--- src/rtl/f32_result_fifo.sv ---
// Result FIFO for the binary32 ALU: buffers result/op-tag pairs behind a valid/ready handshake.
// Define F32_RES_CLASSIFY_EN to build the per-entry classifier and the NaN/inf event counters.
module f32_result_fifo #(
    parameter int DEPTH = 4,
    parameter int CNT_W = 16
) (
    input  logic                     clk,
    input  logic                     rstn,
    input  logic                     in_valid,
    output logic                     in_ready,
    input  logic [31:0]              in_data,
    input  logic [1:0]               in_op,
    output logic                     out_valid,
    input  logic                     out_ready,
    output logic [31:0]              out_data,
    output logic [1:0]               out_op,
    output logic [2:0]               out_class,
    output logic [$clog2(DEPTH):0]   count,
    input  logic                     clr_cnt,
    output logic [CNT_W-1:0]         nan_cnt,
    output logic [CNT_W-1:0]         inf_cnt
);

    localparam int PW = $clog2(DEPTH);
    localparam int CW = PW + 1;

    logic [31:0]   data_mem [DEPTH];
    logic [1:0]    op_mem   [DEPTH];
    logic [PW-1:0] wr_ptr;
    logic [PW-1:0] rd_ptr;
    logic          push;
    logic          pop;

    assign in_ready  = (count != CW'(DEPTH));
    assign out_valid = (count != '0);
    assign push      = in_valid && in_ready;
    assign pop       = out_valid && out_ready;

    assign out_data  = data_mem[rd_ptr];
    assign out_op    = op_mem[rd_ptr];

    always_ff @(posedge clk) begin
        if (rstn) begin
            wr_ptr <= '0;
            rd_ptr <= '0;
            count  <= '0;
            for (int i = 0; i < DEPTH; i++) begin
                data_mem[i] <= '0;
                op_mem[i]   <= '0;
            end
        end else begin
            if (push) begin
                data_mem[wr_ptr] <= in_data;
                op_mem[wr_ptr]   <= in_op;
                wr_ptr           <= wr_ptr + PW'(1);
            end
            if (pop) begin
                rd_ptr <= rd_ptr + PW'(1);
            end
            case ({push, pop})
                2'b10:   count <= count + CW'(1);
                2'b01:   count <= count - CW'(1);
                default: count <= count;
            endcase
        end
    end

`ifdef F32_RES_CLASSIFY_EN
    logic [2:0] class_mem [DEPTH];
    logic [2:0] in_class;
    logic       in_is_nan;
    logic       in_is_inf;

    // Sign bit plays no part; exponent all-zeros / all-ones select the special classes.
    function automatic logic [2:0] classify(input logic [7:0] e, input logic [22:0] f);
        logic [2:0] c;
        case (e)
            8'h00:   c = (f == '0) ? 3'd0 : 3'd1;
            8'hFF:   begin
                if (f == '0)     c = 3'd3;
                else if (f[22])  c = 3'd4;
                else             c = 3'd5;
            end
            default: c = 3'd2;
        endcase
        return c;
    endfunction

    assign in_class  = classify(in_data[30:23], in_data[22:0]);
    assign in_is_nan = (in_class == 3'd4) || (in_class == 3'd5);
    assign in_is_inf = (in_class == 3'd3);
    assign out_class = class_mem[rd_ptr];

    always_ff @(posedge clk) begin
        if (rstn) begin
            for (int i = 0; i < DEPTH; i++) begin
                class_mem[i] <= '0;
            end
        end else if (push) begin
            class_mem[wr_ptr] <= in_class;
        end
    end

    // Clear wins over a same-cycle increment; both counters stick at all-ones.
    always_ff @(posedge clk) begin
        if (rstn) begin
            nan_cnt <= '0;
            inf_cnt <= '0;
        end else if (clr_cnt) begin
            nan_cnt <= '0;
            inf_cnt <= '0;
        end else if (push) begin
            if (in_is_nan && (nan_cnt != '1)) begin
                nan_cnt <= nan_cnt + CNT_W'(1);
            end
            if (in_is_inf && (inf_cnt != '1)) begin
                inf_cnt <= inf_cnt + CNT_W'(1);
            end
        end
    end
`else
    logic unused_clr_cnt;

    assign unused_clr_cnt = clr_cnt;
    assign out_class      = 3'd7;
    assign nan_cnt        = '0;
    assign inf_cnt        = '0;
`endif

endmodule
--- config.mk ---
export PLATFORM = sky130hd
export DESIGN_NAME = f32_result_fifo
export DESIGN_NICKNAME = d
export VERILOG_FILES = /design/src/rtl/f32_result_fifo.sv
export SDC_FILE = /design/constraint.sdc
export NUM_CORES = 1
export LEC_CHECK = 0
export CORE_MARGIN = 1
export CORE_UTILIZATION = 55
export DETAILED_ROUTE_END_ITERATION = 6
export PLACE_DENSITY_LB_ADDON = 0.08
export SLEW_MARGIN = 20
export SYNTH_ARGS = -nofsm -noshare
export SYNTH_HDL_FRONTEND = slang
export SYNTH_SLANG_ARGS = --single-unit
--- constraint.sdc ---
create_clock -name clk -period 8.69 [get_ports clk]
set_clock_uncertainty 0.15 [all_clocks]
set_input_delay 1.738 -clock clk [delete_from_list [all_inputs] [get_ports clk]]
set_output_delay 1.738 -clock clk [all_outputs]
set_load 0.01 [all_outputs]
; ---- After elaboration in Yosys (flattened, before gate mapping)
; Memory sizes are Yosys's and may differ from the RTL's. A register that Yosys moved wholly into a read port is not among the register bits.
; Cells that the tools add are included.
[totals]
elab_cells = 34
out_inout_bits = 74
n_memories = 2
regBits = 7
ramBits = 136
[mem_list]
columns = memory, depth, word_bits, rd, rd_ports_with_merged_regs, wr, line
row1 = data_mem, 4, 32, 1, 1, 4, 27  ; logic [31:0] data_mem [DEPTH];
row2 = op_mem, 4, 2, 1, 1, 4, 28  ; logic [1:0] op_mem [DEPTH];
[classes]
n_addsub = 4
reduce_logical = 6
eq_ne = 3
mux = 16
[op_table]
columns = operator, count
row1 = 2-to-1 mux 32 bit, 1
row2 = OR reduction 32 bit, 1
row3 = 2-to-1 mux 2 bit, 7
row4 = 2-to-1 mux 1 bit, 7
row5 = case mux 3 bit (2 select lines), 1
row6 = "adder 2 x 1 -> 2 bit, second input constant", 2
row7 = "adder 3 x 1 -> 3 bit, second input constant", 1
row8 = "!= test 3 bit, second input constant", 1
row9 = nonzero test 3 bit, 1
row10 = "subtractor 3 x 1 -> 3 bit, second input constant", 1
row11 = "equality test 2 x 1 -> 1 bit, second input constant", 1
row12 = "equality test 2 bit, second input constant", 1
row13 = logical AND 1 bit, 2
row14 = nonzero test 2 bit, 1
row15 = OR reduction 2 bit, 1

; ---- Logic depth before layout (Yosys ltp)
; Gate-level depths: netlist of the first run.
[logic_depth]
ltp_word = 7
depth_mapped = 9
depth_no_buf = 9

; ---- Least setup slack after synthesis of the first run
; No wires, ideal clock.
[synth_path]
kind = input-to-reg
start = input in_valid
end = memory data_mem[1][0], enable pin
n_path_buf = 0
stages = 2
arrival_time_ns = 3.449
t_required_ns = 8.108
setup_slack_ns = 4.658
setup_time_ns = 0.432
cell_sequence = nand3_1 o21bai_1
[synth_rtl]
columns = item, line
row1 = start: declaration, 9  ; input logic in_valid,
row2 = end: declaration, 27

==> impl_metrics.ini, run 1 <==
[cells_and_area]
area_growth_pct = 22.1
stdcell_count = 651
finalNetCount = 536
fillers = 781
drive_gt1_share_pct = 16.7
antenna-diode-count = 0

[synth]
yosysUniqueCellTypes = 33
yosys.area_share.simple_pct = 15.4
yosys.area.top_type = edfxtp_1
synth_top_family_by_area = simple AND/OR/NAND/NOR gates
synthTopCellsByArea = edfxtp_1, and2_1, mux4_2
ys_warn_count = 0
synth_compound_area_share_pct = 1.13
synthMuxAreaShare_pct = 11.6
synthFlopType = edfxtp_1
synth_xor_area_share_pct = 0.530
synth-edff-count = 136
synthCells = 416
synthAdderAreaFrac_pct = 0.492
async_flop_share_pct = 0
synth_commonest_cells = and2_1, edfxtp_1, buf_4
synthesis.area_um2 = 6620
ys_ff_latch = 145
synth.avg_cell_area_um2 = 15.9
yosysTopAreaCellShare_pct = 61.7
seq_area_frac_synth_pct = 64.5

[critical_path]
critical_path_required_ns = 8.57
worst-setup-path-type = input pin to flip-flop
path_max_fanout = 35
worstPathCellList = clkdlybuf4s50_1 -> or3_1 -> nor3_4 -> buf_4 -> or2_2
critical_path_buf_inv_count = 2
crit_slowest_cell = or2_2
crit_path_start_kind = input pin
arrival_ns = 4.38
crit_family = simple AND/OR/NAND/NOR gates
cp-end-kind = flip-flop
worstReg2RegStart = wr_ptr[1]$_SDFFE_PP0P_
critPathMaxStageDelay_ns = 0.82
reg2reg_depth = 4
r2r_end = data_mem[0][10]$_SDFFCE_PN0P_
ff2ff_setup_slack_ns = 5.95

[grt]
grtUsageTotal_pct = 20.5
grt-ovfl-total = 0
grt_first_pass_wirelength_um = 18600
grt_max_degree = 36
antenna_found_initial = 0
first_global_vias = 3556

[drt]
first_pass_iters = 7
viasPerCell = 5.33
drc = 5
wirelength_um = 11900
drtIter0Drc = 187
final_antenna_net_count = 0
drt-wirelength-per-cell_um = 18.4
vias = 3467

[placement]
portBuffers = 76
dp_hpwl_um = 6590
dp_cells = 619
globalplace.congestion = 0.676

[flow_run]
max_cap_violations = 0

[floorplanning]
die-height_um = 112
core_um2 = 11600
die-area_um2 = 12500
ioPinCount = 113
fp-row-count = 39
die_w_um = 112
start_util_pct = 57.2

[clocking]
cts_setup_buffers = 0
cts-resized-gates = 0
hold_buffers = 0
numClockSinks = 145
clkTransAtPathRegs_ns = 0.06
cts_buffer_depth = 2
cts_max_level = 4
cts_buffers = 17
insertion_delay_ns = 0.41
cts-root-buf = clkbuf_16
tritoncts = built

[min_path]
holdPathStages = 2
min_from = rd_ptr[1]$_SDFFE_PP0P_
hold_path_class = flip-flop to flip-flop

[power_and_ir_drop]
peakVddDrop_uv = 175
p_per_area_nw_per_um2 = 280
pwr-share-comb_pct = 22.1
power_mw = 2.27
pwr-share-clk_pct = 38.5
switching_share_pct = 23.9
internal_power_mw = 1.72
p_seq_share_pct = 39.4
power.switching_mw = 0.541
leakagePower_nw = 2.97

[timing]
slew_violations = 0
max_freq_ghz = 0.222
fin_setup_tns_ns = 0
rsz0062_at_grt = no
worst_pin_slew_ns = 0.941
final.period_utilization_pct = 51.8
setup_viol = 0
hold_violations = 0
period_minus_slack_ns = 4.50
relSlewSlack_pct = 37.3

[status]
violations = DRC
status = complete, but fails checks
cell usage in the layout, fill, tap and decap left out, drive strengths merged, types with 2 or more instances in the layout:
master / n
a21oi: 3
and2: 136
buf: 7
bufinv: 8
clkbuf: 18
clkdlybuf4s50: 76
clkinv: 3
clkinvlp: 3
conb: 35
dfxtp: 9
edfxtp: 136
inv: 5
mux4: 34
nand2: 2
nor2: 6
nor3: 2
nor4: 2
o21ai: 2
o21bai: 2
or3: 4
xor2: 3
metal layers:
metal / GRT usage (%) / vias to the layer above / routed length (µm)
met5: 0 / - / 0
met4: 9.28 / 0 / 132
met3: 5.39 / 11 / 613
met2: 34.2 / 105 / 6270
met1: 25.4 / 1748 / 4940
li1: - / 1603 / -
cell type report:
type | instances | area (µm²) | share of cell area, %
flip-flops and latches | 145 | 4270 | 52.8
multi-input cells | 243 | 2090 | 25.8
clock buffers | 18 | 429 | 5.31
well taps | 143 | 179 | 2.21
repair buffers | 83 | 813 | 10.1
inverters | 5 | 18.8 | 0.232
clock inverters | 14 | 285 | 3.53
metrics by stage:
step	setup WS, ns	utilization [%]	area (µm²)	hold slack, ns
floorplan	4.66	-	6740	0.335
global placement	3.75	63.7	7360	0.350
detailed placement	3.75	63.7	7360	0.378
CTS	4.18	69.9	8080	0.396
global route	4.06	69.9	8080	0.413
finish	4.19	69.9	8080	0.385
cells by family after synthesis:
kind of cell,Yosys count
mux,34
other cells,2
simple gates,157
xor+xnor,4
buf+inv,61
fa+ha+maj,2
flops,145
compound gates,11
tightest hold or removal path, cell delays in order (launching register included):
cell     delay, ns
dfxtp_1       0.33
xor2_1        0.06
nor2_1        0.10
power by group through the flow:
stage	clock (mW)	combinational [mW]	sequential, mW
floorplan	0	0.322	0.884
global placement	0	0.504	0.905
detailed placement	0	0.506	0.909
CTS	0.882	0.509	0.895
global route	0.910	0.537	0.903
finish	0.873	0.501	0.893
worst max path at each step:
stage / start / endpoint / depth (start not counted)
2_1_floorplan: in_valid / data_mem[1][0]$_SDFFCE_PN0P_ / 2
3_3_place_gp: rstn / data_mem[0][16]$_SDFFCE_PN0P_ / 5
3_5_place_dp: rstn / data_mem[0][16]$_SDFFCE_PN0P_ / 5
4_1_cts: flip-flop / out_data[28] / 3
5_1_grt: rstn / data_mem[0][10]$_SDFFCE_PN0P_ / 5
6_report: rstn / data_mem[0][10]$_SDFFCE_PN0P_ / 5
flip-flops by register name, summed over array words and instances, names as in the netlist, named ones only:
name / count
rd_ptr: 2
count: 3
op_mem: 8
wr_ptr: 2
data_mem: 128
No activity file was read; power rests on OpenSTA's default activity.
==> run 2, diff against run 1 <==
--- a/config.mk
+++ b/config.mk
@@ -6,7 +6,7 @@
 export NUM_CORES = 1
 export LEC_CHECK = 0
 export CORE_MARGIN = 1
-export CORE_UTILIZATION = 55
+export CORE_UTILIZATION = 48
 export DETAILED_ROUTE_END_ITERATION = 6
 export PLACE_DENSITY_LB_ADDON = 0.08
 export SLEW_MARGIN = 20
==> constraint.sdc (replaced) <==
create_clock -name clk -period 4.11 [get_ports clk]
set_clock_uncertainty 0.15 [all_clocks]
set_input_delay 0.822 -clock clk [delete_from_list [all_inputs] [get_ports clk]]
set_output_delay 0.822 -clock clk [all_outputs]
set_load 0.01 [all_outputs]
==> impl_metrics.ini, run 2 (synthesis gave the netlist of run 1 again) <==
[drt]
final_antenna_net_count = 0
drc = 0
viasPerCell = 5.04
drt-wirelength-per-cell_um = 18.0
first_pass_iters = 4
wirelength_um = 12400
wl_met2_um = 6560
dr_wl_met3_um = 557
route.layer.met1.wl_um = 5100
routed.top_layer = met4
drtIter0Drc = 186
vias = 3490

[timing]
period_minus_slack_ns = 3.36
relSlewSlack_pct = 57.6
slew_violations = 0
final.period_utilization_pct = 81.8
fin_setup_tns_ns = 0
setup_viol = 0
rsz0062_at_grt = no
hold_violations = 0
worst_pin_slew_ns = 0.635
max_freq_ghz = 0.297
timing.hold.ws_ns = 0.381

[placement]
placed_area_um2 = 7500
globalplace.congestion = 0.737
dp_hpwl_um = 7240
portBuffers = 76

[floorplanning]
fp-row-count = 42
start_util_pct = 49.6
die_w_um = 119
ioPinCount = 113
core_um2 = 13300
die-area_um2 = 14300
die-height_um = 119

[critical_path]
path_max_fanout = 13
crit_path_start_kind = flip-flop
cp-end-kind = output pin
worstPathCellList = buf_4 -> mux4_2 -> clkdlybuf4s50_1
critical_path_buf_inv_count = 2
critical_path_required_ns = 3.14
crit_slowest_cell = dfxtp_2
critPathMaxStageDelay_ns = 0.63
arrival_ns = 2.39
worst-setup-path-type = flip-flop to output pin
crit_family = buffers and inverters

[clocking]
cts-resized-gates = 0
numClockSinks = 145
cts_buffers = 17
clkTransAtPathRegs_ns = 0.06
cts_max_level = 4
cts-root-buf = clkbuf_16
insertion_delay_ns = 0.42
hold_buffers = 0
tritoncts = built
cts_setup_buffers = 0
cts_buffer_depth = 2

[grt]
antenna_found_initial = 0
first_global_vias = 3584
grt_first_pass_wirelength_um = 19400
grt-ovfl-total = 0
grtUsageTotal_pct = 19.0
grt_max_degree = 35

[power_and_ir_drop]
leakagePower_nw = 2.94
p_per_area_nw_per_um2 = 542
power_mw = 4.35
peakVddDrop_uv = 322

[cells_and_area]
largest-register = data_mem
antenna-diode-count = 0
drive_gt1_share_pct = 16.3
fillers = 1090
area_growth_pct = 21.2
largest_reg_flops = 128
final_cell_area_um2 = 8020
layout_common_cells = and2_1, edfxtp_1, clkdlybuf4s50_1
finalNetCount = 544
largestRegisters = data_mem: 128 flops, op_mem: 8 flops, count: 3 flops

[flow_run]
max_cap_violations = 0

[min_path]
hold_path_class = flip-flop to flip-flop

[status]
status = complete, no violations
run 2: cell types whose count changed in the layout (fill, tap and decap cells not counted), sizes merged:
| cell | change |
|---|---|
| clkbuf | +6 |
| bufinv | -7 |
| clkinvlp | -2 |
| buf | +8 |
| clkinv | +3 |
run 2: final timing paths:
path | cells after the start | start | endpoint | slack, ns
max reg2reg | 9 | count[2]$_SDFFE_PP0P_ | count[2]$_SDFFE_PP0P_ | 1.41
min | 2 | rd_ptr[1]$_SDFFE_PP0P_ | flip-flop | 0.38
max | 3 | flip-flop | out_data[19] | 0.75
min reg2reg | 2 | rd_ptr[1]$_SDFFE_PP0P_ | flip-flop | 0.38
run 2: area by class of cell:
| class | count | area [µm²] | area share (%) |
|---|---|---|---|
| Clock buffer | 24 | 452 | 5.63 |
| Clock inverter | 8 | 63.8 | 0.796 |
| Inverter | 5 | 18.8 | 0.234 |
| Multi-Input combinational cell | 243 | 2090 | 26.0 |
| Sequential cell | 145 | 4270 | 53.2 |
| Tap cell | 176 | 220 | 2.75 |
| Timing Repair Buffer | 91 | 911 | 11.4 |
run 2: stage by stage:
stage	util [%]	setup slack (ns)	cells
after floorplan	-	0.994	449
after global placement	56.2	1.13	660
after detailed placement	56.2	1.14	660
after CTS	60.1	0.686	692
after global routing	60.1	0.614	692
final	60.1	0.748	692
run 2: worst min-delay path: stages, from the launching register on:
cell and delay (ns):
dfxtp_1 0.33, xor2_1 0.06, nor2_1 0.10
run 2: routing by layer:
metal  track usage (%)  up-vias
met2              33.0       90
li1                  -     1621
met5                 0        -
met3              4.65       20
met1              22.6     1759
met4              7.97        0
run 2: where the power goes:
group	switching, mW	total [mW]	internal (mW)
sequential	0.107	1.90	1.79
combinational	0.463	1.09	0.625
clock	0.544	1.36	0.821
